$ cat config.mk
export PLATFORM = sky130hd
export DESIGN_NAME = row_load_buffer_flat
export DESIGN_NICKNAME = d
export VERILOG_FILES = /design/src/rtl/row_load_buffer_if.sv /design/src/rtl/row_load_buffer.sv /design/src/flat_wrapper.sv
export SDC_FILE = /design/constraint.sdc
export NUM_CORES = 1
export LEC_CHECK = 0
export ABC_CLOCK_PERIOD_IN_PS = 4190
export CORE_ASPECT_RATIO = 1.1
export CORE_MARGIN = 1.5
export CORE_UTILIZATION = 40
export CTS_CLUSTER_DIAMETER = 60
export DETAILED_ROUTE_END_ITERATION = 8
export PLACE_DENSITY_LB_ADDON = 0.15
export SYNTH_ARGS = -nofsm -noshare
export SYNTH_HDL_FRONTEND = slang
export SYNTH_SLANG_ARGS = --single-unit
$ cat constraint.sdc
create_clock -name i_clk -period 4.19 [get_ports i_clk]
set_clock_uncertainty 0.15 [all_clocks]
set_input_delay 0.419 -clock i_clk [delete_from_list [all_inputs] [get_ports i_clk]]
set_output_delay 0.419 -clock i_clk [all_outputs]
set_load 0.01 [all_outputs]
$ cat src/rtl/row_load_buffer_if.sv
// row_load_buffer_if
// Bundles the write stream (row select, word, valid/ready) and the
// assembled-vector handshake toward the systolic array.
// master: upstream row-enable/data source plus the array read side.
// slave : the row_load_buffer itself.
`timescale 1ns/1ps

interface row_load_buffer_if #(
    parameter int ROW    = 9,
    parameter int DATA_W = 8
);
    logic [ROW-1:0]        i_row_sel;
    logic [DATA_W-1:0]     i_data;
    logic                  i_valid;
    logic                  o_ready;
    logic [ROW*DATA_W-1:0] o_vec;
    logic                  o_vec_valid;
    logic                  i_vec_ready;
    logic                  o_err;

    modport master (
        output i_row_sel,
        output i_data,
        output i_valid,
        output i_vec_ready,
        input  o_ready,
        input  o_vec,
        input  o_vec_valid,
        input  o_err
    );

    modport slave (
        input  i_row_sel,
        input  i_data,
        input  i_valid,
        input  i_vec_ready,
        output o_ready,
        output o_vec,
        output o_vec_valid,
        output o_err
    );
endinterface

$ cat src/rtl/row_load_buffer.sv
// row_load_buffer
// Gathers per-row words, steered by a one-hot row select, into a full
// ROW-wide vector for the systolic array's row-injection port.
//
// Build option (macro ROW_BUF_DOUBLE_EN):
//   defined   - two banks used ping-pong: one fills while the other waits
//               for the array, giving full 1 word/cycle throughput.
//   undefined - single bank: writes stall from the cycle after a vector
//               completes through the edge on which the array takes it.
//
// Bank data registers carry no reset; only masks, full flags, bank
// pointers and the error pulse are reset.
`timescale 1ns/1ps

module row_load_buffer #(
    parameter int ROW    = 9,
    parameter int DATA_W = 8
) (
    input  logic              i_clk,
    input  logic              i_rst_n,
    row_load_buffer_if.slave  bus
);

    localparam int IDX_W = (ROW > 1) ? $clog2(ROW) : 1;

`ifdef ROW_BUF_DOUBLE_EN
    localparam int NB = 2;
    // Bank currently being filled / bank currently offered to the array.
    logic wr_bank;
    logic rd_bank;
`else
    localparam int NB = 1;
    // Single bank: both sides always address bank 0.
    localparam logic wr_bank = 1'b0;
    localparam logic rd_bank = 1'b0;
`endif

    // A legal select has exactly one bit set.
    function automatic logic is_onehot(input logic [ROW-1:0] sel);
        return (sel != '0) && ((sel & (sel - ROW'(1))) == '0);
    endfunction

    // Row index of a one-hot select (meaningful only when is_onehot holds).
    function automatic logic [IDX_W-1:0] sel_to_idx(input logic [ROW-1:0] sel);
        logic [IDX_W-1:0] idx;
        idx = '0;
        for (int r = 0; r < ROW; r++) begin
            if (sel[r]) idx = IDX_W'(r);
        end
        return idx;
    endfunction

    logic [DATA_W-1:0] bank_q [NB][ROW];
    logic [ROW-1:0]    mask_q [NB];
    logic [NB-1:0]     full_q;
    logic              err_p1;

    logic              wr_acc;
    logic              wr_good;
    logic              wr_bad;
    logic              wr_complete;
    logic              pop;
    logic [IDX_W-1:0]  wr_idx;

    assign bus.o_ready     = !full_q[wr_bank];
    assign bus.o_vec_valid = full_q[rd_bank];
    assign bus.o_err       = err_p1;

    assign wr_acc      = bus.i_valid && bus.o_ready;
    assign wr_good     = wr_acc && is_onehot(bus.i_row_sel);
    assign wr_bad      = wr_acc && !is_onehot(bus.i_row_sel);
    assign wr_complete = wr_good && ((mask_q[wr_bank] | bus.i_row_sel) == '1);
    assign pop         = bus.o_vec_valid && bus.i_vec_ready;
    assign wr_idx      = sel_to_idx(bus.i_row_sel);

    // The read bank is never written while full, so o_vec stays stable
    // for as long as it is offered.
    for (genvar r = 0; r < ROW; r++) begin : g_vec
        assign bus.o_vec[r*DATA_W +: DATA_W] = bank_q[rd_bank][r];
    end

    // ---- write stage: data capture into the fill bank (no reset) ----
    always_ff @(posedge i_clk) begin
        if (wr_good) begin
            bank_q[wr_bank][wr_idx] <= bus.i_data;
        end
    end

    // Fill masks, full flags, bank pointers and the dropped-write pulse.
    always_ff @(posedge i_clk or negedge i_rst_n) begin
        if (!i_rst_n) begin
            for (int b = 0; b < NB; b++) begin
                mask_q[b] <= '0;
            end
            full_q <= '0;
            err_p1 <= 1'b0;
`ifdef ROW_BUF_DOUBLE_EN
            wr_bank <= 1'b0;
            rd_bank <= 1'b0;
`endif
        end else begin
            err_p1 <= wr_bad;

            if (wr_good) begin
                if (wr_complete) begin
                    // Last missing row: hand the bank over and start the
                    // next fill with an empty mask.
                    mask_q[wr_bank] <= '0;
                    full_q[wr_bank] <= 1'b1;
`ifdef ROW_BUF_DOUBLE_EN
                    wr_bank <= ~wr_bank;
`endif
                end else begin
                    // Re-writing an already filled row only replaces data.
                    mask_q[wr_bank] <= mask_q[wr_bank] | bus.i_row_sel;
                end
            end

            // Completion targets a non-full bank and pop a full one, so
            // the two never touch the same flag on one edge.
            if (pop) begin
                full_q[rd_bank] <= 1'b0;
`ifdef ROW_BUF_DOUBLE_EN
                rd_bank <= ~rd_bank;
`endif
            end
        end
    end

endmodule

$ cat src/flat_wrapper.sv
// flat-port wrapper written by rule: the top's interface ports become plain ports
module row_load_buffer_flat 
#(
    parameter int ROW    = 9,
    parameter int DATA_W = 8
)
  (i_clk, i_rst_n, bus_i_row_sel, bus_i_data, bus_i_valid, bus_i_vec_ready, bus_o_ready, bus_o_vec, bus_o_vec_valid, bus_o_err);
  row_load_buffer_if #(.ROW(ROW), .DATA_W(DATA_W)) bus_i ();
  input  logic i_clk;
  input  logic i_rst_n;
  input wire logic [$bits(bus_i.i_row_sel)-1:0] bus_i_row_sel;
  input wire logic [$bits(bus_i.i_data)-1:0] bus_i_data;
  input wire logic [$bits(bus_i.i_valid)-1:0] bus_i_valid;
  input wire logic [$bits(bus_i.i_vec_ready)-1:0] bus_i_vec_ready;
  output wire logic [$bits(bus_i.o_ready)-1:0] bus_o_ready;
  output wire logic [$bits(bus_i.o_vec)-1:0] bus_o_vec;
  output wire logic [$bits(bus_i.o_vec_valid)-1:0] bus_o_vec_valid;
  output wire logic [$bits(bus_i.o_err)-1:0] bus_o_err;
  assign bus_i.i_row_sel = bus_i_row_sel;
  assign bus_i.i_data = bus_i_data;
  assign bus_i.i_valid = bus_i_valid;
  assign bus_i.i_vec_ready = bus_i_vec_ready;
  assign bus_o_ready = bus_i.o_ready;
  assign bus_o_vec = bus_i.o_vec;
  assign bus_o_vec_valid = bus_i.o_vec_valid;
  assign bus_o_err = bus_i.o_err;
  row_load_buffer #(.ROW(ROW), .DATA_W(DATA_W)) u_core (.i_clk(i_clk), .i_rst_n(i_rst_n), .bus(bus_i));
endmodule
; ---- Word level (Yosys, flattened, before mapping)
; Memories as Yosys holds them, arrays and structs flattened.
; Index checks and enable logic that the tools add are counted.
[op_classes]
addsub = 1
magnitude_cmp = 2
n_eq_ne = 1
mux = 16
n_bitwise = 3
n_reduce_logical = 14
[ops]
columns = op, count
row1 = 72-bit 2-to-1 mux, 1
row2 = 8-bit demux with 4-bit select, 1
row3 = 3-bit 2-to-1 mux, 4
row4 = 9-bit AND, 1
row5 = "9-bit equality test, second input constant", 1
row6 = 9-bit zero test, 1
row7 = 9-bit 2-to-1 mux, 1
row8 = 9-bit bitwise OR, 1
row9 = 9-bit nonzero test, 1
row10 = "9-bit by 1-bit subtractor with 9-bit output, second input constant", 1
row11 = 8-bit 2-to-1 mux, 1
row12 = 1-bit logical AND, 7
row13 = "5-bit greater-or-equal comparator, second input constant", 1
row14 = "5-bit by 1-bit less-than comparator with 1-bit output, second input constant", 1
row15 = 1-bit 2-to-1 mux, 5
row16 = 4-bit NOT with 5-bit output, 1
row17 = 2-bit 2-to-1 mux, 2
row18 = 4-bit 2-to-1 mux, 1
row19 = 2-bit nonzero test, 2
row20 = 1-bit zero test, 2
row21 = 2-bit AND reduction, 1
[word_totals]
register_bits = 11
mem_bits_rw = 72
input_bits = 21
output_inout_bits = 75
wordCells = 41
n_memories = 1
[mem_list]
columns = name, words, width, rd, rd_ports_with_merged_regs, write_ports, line
row1 = u_core.bank_q, 1, 72, 1, 0, 1, row_load_buffer.sv:53  ; logic [DATA_W-1:0] bank_q [NB][ROW];

; ---- Depth between registers and ports, before layout
[depth]
word_depth = 14
ltp_mapped = 7
depth_no_buf = 5

; ---- Worst setup path before layout
; Ideal clock, no wire load.
[synth_timing]
path_kind = input to register
start = in bus_i_row_sel[4]
end = mem u_core.bank_q[0][16] in the netlist's numbering (enable)
setup_time_ns = 0.385
arrival_ns = 2.170
t_required_ns = 3.655
path_slack_ns = 1.484
stages = 5
cell_sequence = clkbuf_2 a222oi_1 nand4_2 nor3_4 nor3b_1
[synth_via]
elab_chain_cells = 11
elab_cells_between_ends = 19
[synth_lines]
columns = element, line
row1 = start: declaration, flat_wrapper.sv:11  ; input wire logic [$bits(bus_i.i_row_sel)-1:0] bus_i_row_sel;
row2 = 3-bit 2-to-1 mux (4 in a row), row_load_buffer.sv:48  ; if (sel[r]) idx = IDX_W'(r);
row3 = 4-bit 2-to-1 mux, row_load_buffer.sv:48
row4 = 4-bit NOT with 5-bit output (not written as such), row_load_buffer.sv:85  ; bank_q[wr_bank][wr_idx] <= bus.i_data;
row5 = 5-bit greater-or-equal comparator (not written as such) or 5-bit by 1-bit less-than comparator with 1-bit output (tied branches), row_load_buffer.sv:85
row6 = 1-bit logical AND (not written as such), row_load_buffer.sv:85
row7 = 8-bit 2-to-1 mux (not written as such), row_load_buffer.sv:85
row8 = 8-bit demux with 4-bit select, row_load_buffer.sv:85
row9 = 72-bit 2-to-1 mux (not written as such) (*), row_load_buffer.sv:85
row10 = end: declaration, row_load_buffer.sv:53
; Mark *: on every way between the ends. The rest lies on a longest branch, timed or not.

; ---- Worst setup path after layout
[layout_timing]
start = in bus_i_row_sel[5]
end = mem u_core.bank_q[0][63] in the netlist's numbering (enable)
[layout_via]
elab_chain_cells = 10
elab_cells_between_ends = 18
[layout_lines]
columns = element, line
row1 = 3-bit 2-to-1 mux (3 in a row), row_load_buffer.sv:48
row2 = 4-bit 2-to-1 mux, row_load_buffer.sv:48
row3 = 4-bit NOT with 5-bit output (not written as such), row_load_buffer.sv:85
row4 = 5-bit greater-or-equal comparator (not written as such) or 5-bit by 1-bit less-than comparator with 1-bit output (tied branches), row_load_buffer.sv:85
row5 = 1-bit logical AND (not written as such), row_load_buffer.sv:85
row6 = 8-bit 2-to-1 mux (not written as such), row_load_buffer.sv:85
row7 = 8-bit demux with 4-bit select, row_load_buffer.sv:85
row8 = 72-bit 2-to-1 mux (not written as such) (*), row_load_buffer.sv:85
; Marks and branches as above.

==> flow_summary.json <==
{
  "run_status": "complete, no violations",
  "synth_edf_count": 72,
  "grt_pass1_vias": 1663,
  "p_leak_uw": 0.00142,
  "cts_root_buf": "clkbuf_8",
  "synth.avg_cell_area_um2": 18.4,
  "switchingPower_uw": 307,
  "clkTransAtPathRegs_ns": 0.08,
  "overflow": 0,
  "drc": 0,
  "final_area_mm2": 0.00408,
  "initial_utilization_pct": 41.3,
  "io_buffers": 95,
  "r2r_cells": 5,
  "worstPathRequired_ns": 4.01,
  "cp-start-kind": "primary input",
  "cell_internal_pwr_uw": 1150,
  "finalSetupViolations": 0,
  "drt-vias-per-instance": 4.98,
  "first_pass_iters": 4,
  "dp_cells": 333,
  "cts_buffer_depth": 2,
  "final_common_cell": "clkdlybuf4s50_1",
  "nets": 280,
  "multiInputGateArea_um2": 408,
  "cts_tree": "built",
  "combPwrFrac_pct": 4.6,
  "cts_hold_buf": 0,
  "use_met1_pct": 20.2,
  "drt-wirelength-per-cell_um": 17.5,
  "end_kind": "register",
  "syn_area_mm2": 0.00289,
  "critPathKind": "primary input to register",
  "pwr_density_cell_mw_per_mm2": 356,
  "synth_cell_type_count": 33,
  "synth_fp_nets": 178,
  "core_mm2": 0.00701,
  "maxSlewHeadroom_pct": 54.4,
  "cts_resized": 0,
  "die_width_um": 84.1,
  "switching_share_pct": 21.1,
  "die_h_um": 92.2,
  "netlist_instances": 157,
  "ant_nets": 0,
  "nFillCells": 552,
  "antenna_found_initial": 0,
  "dieArea_mm2": 0.00775,
  "grt_util_met3_pct": 5.31,
  "fin_crit_ns": 2.73,
  "rr_endpoint": "u_core.bank_q[0][63]$_DFFE_PP_",
  "synth_flop_cell": "edfxtp_1",
  "synth_warnings": 0,
  "utilization_pct": 58.3,
  "ir_drop_mv": 0.176,
  "dpl_cell_area_mm2": 0.00392,
  "final_cells": 349,
  "area_growth_pct": 41.1,
  "grt_max_degree": 14,
  "post-route-period-util_pct": 65.2,
  "ys_async_sr_fraction_pct": 13.3,
  "hold_viol": 0,
  "max_freq_ghz": 0.366,
  "crit_fanout": 9,
  "track_usage_pct": 16.2,
  "hpwl_mm": 4.31,
  "fin_tns_setup_ns": 0,
  "met2_usage_pct": 25.8,
  "rsz0062_at_grt": "false",
  "r2r_setup_slack_ns": 2.04,
  "layout-drive-gt1-share_pct": 9.85,
  "regArea_mm2": 0.00244,
  "htree_levels": 3,
  "reg2reg_from": "u_core.bus.o_vec_valid$_DFFE_PN0P_",
  "cts_inserted_buffers": 9,
  "grt_pass1_wl_mm": 9.07,
  "synth-seq-cells": 83,
  "yosysSeqAreaShare_pct": 84.3,
  "hold_class": "primary input to async pin",
  "clock_sinks": 83,
  "final-max-slew-violation-count": 0,
  "holdWs_ns": 0.266,
  "antennaDiodeCount": 0,
  "io_pins": 96,
  "cap_viol_max_count": 0,
  "wl_mm": 6.10,
  "routed-via-count": 1739,
  "cp.arrival_ns": 2.55,
  "worstSkewPairLatency_ns": 0.33,
  "gp_congestion": 0.854,
  "postCtsSetupRepairBufs": 0,
  "clkPwrFrac_pct": 32.8,
  "worstMarginPinSlew_ns": 0.681,
  "sequentialPowerShare_pct": 62.6,
  "drt_iter0_markers": 88,
  "grt_busiest_layer": "met2",
  "rows": 32,
  "final_cell_mix": "clkdlybuf4s50_1 (95), edfxtp_1 (72), nor2_1 (18), dfrtp_1 (11), clkbuf_8 (9)"
}
==> synthesized netlist by cell type (2+ instances only) <==
master | number | area share, %
a21oi_1 | 8 | 1.4
a31oi_1 | 2 | 0.43
and3_2 | 4 | 1.0
buf_6 | 2 | 0.78
dfrtp_1 | 11 | 9.5
edfxtp_1 | 72 | 75
inv_1 | 3 | 0.39
nand2_1 | 5 | 0.65
nor2_1 | 18 | 2.3
nor3_1 | 2 | 0.35
nor4_2 | 2 | 0.86
o21bai_1 | 2 | 0.52
o22ai_1 | 6 | 1.3
==> sequential cells by signal, summed over array words and instances (netlist names) <==
name                    count
u_core.bank_q              72
u_core.mask_q               9
u_core.bus.o_err            1
u_core.bus.o_vec_valid      1
==> area by class of cell <==
class / instances / share of cell area, %
clock inverters: 5 / 0.736
clock buffers: 11 / 3.22
inverters: 3 / 0.276
multi-input cells: 66 / 9.99
repair buffers: 96 / 23.5
flip-flops and latches: 83 / 59.7
well taps: 85 / 2.60
==> cells by family after synthesis <==
| logic type | share of synthesized area (%) |
|---|---|
| buf+inv | 1.64 |
| flops | 84.3 |
| compound gates | 4.97 |
| simple gates | 8.48 |
| mux | 0.346 |
| xor+xnor | 0.303 |
==> routing by layer <==
| metal | wire length [µm] | share of wire [%] |
|---|---|---|
| met2 | 2980 | 49 |
| met1 | 2600 | 43 |
| met4 | 112 | 1.8 |
| met3 | 408 | 6.7 |
| met5 | 0 | 0 |
==> how the worst max path moves through the flow <==
stage	start	endpoint	cells after the start	slack, ns
finish	bus_i_row_sel[5]	u_core.bank_q[0][63]$_DFFE_PP_	6	1.46
floorplan	bus_i_row_sel[4]	u_core.bank_q[0][16]$_DFFE_PP_	5	1.48
global placement	bus_i_row_sel[5]	u_core.bank_q[0][10]$_DFFE_PP_	5	1.24
detailed placement	bus_i_row_sel[5]	u_core.bank_q[0][60]$_DFFE_PP_	6	1.14
global route	bus_i_row_sel[5]	u_core.bank_q[0][42]$_DFFE_PP_	6	1.34
CTS	bus_i_row_sel[5]	u_core.bank_q[0][63]$_DFFE_PP_	6	1.51
==> power by group through the flow <==
stage	clock network (µW)	registers [µW]	logic, µW
after CTS	489	909	68.8
after global routing	521	910	73.8
after floorplan	0	926	25.6
after detailed placement	0	927	68.5
after global placement	0	927	68.1
final	476	909	67.5
==> critical path, cell delays in order <==
cell and delay, ns:
clkdlybuf4s50_1 0.56, a222oi_1 0.46, nand4_2 0.26, nor2_4 0.24, nand2_1 0.08, nor2_1 0.53
==> through the flow <==
step                      setup slack (ns)  power (µW)
after floorplan                       1.48         952
after global placement                1.24         995
after detailed placement              1.14         996
after CTS                             1.51        1470
after global routing                  1.34        1500
final                                 1.46        1450
No activity file was read; power rests on OpenSTA's default activity.
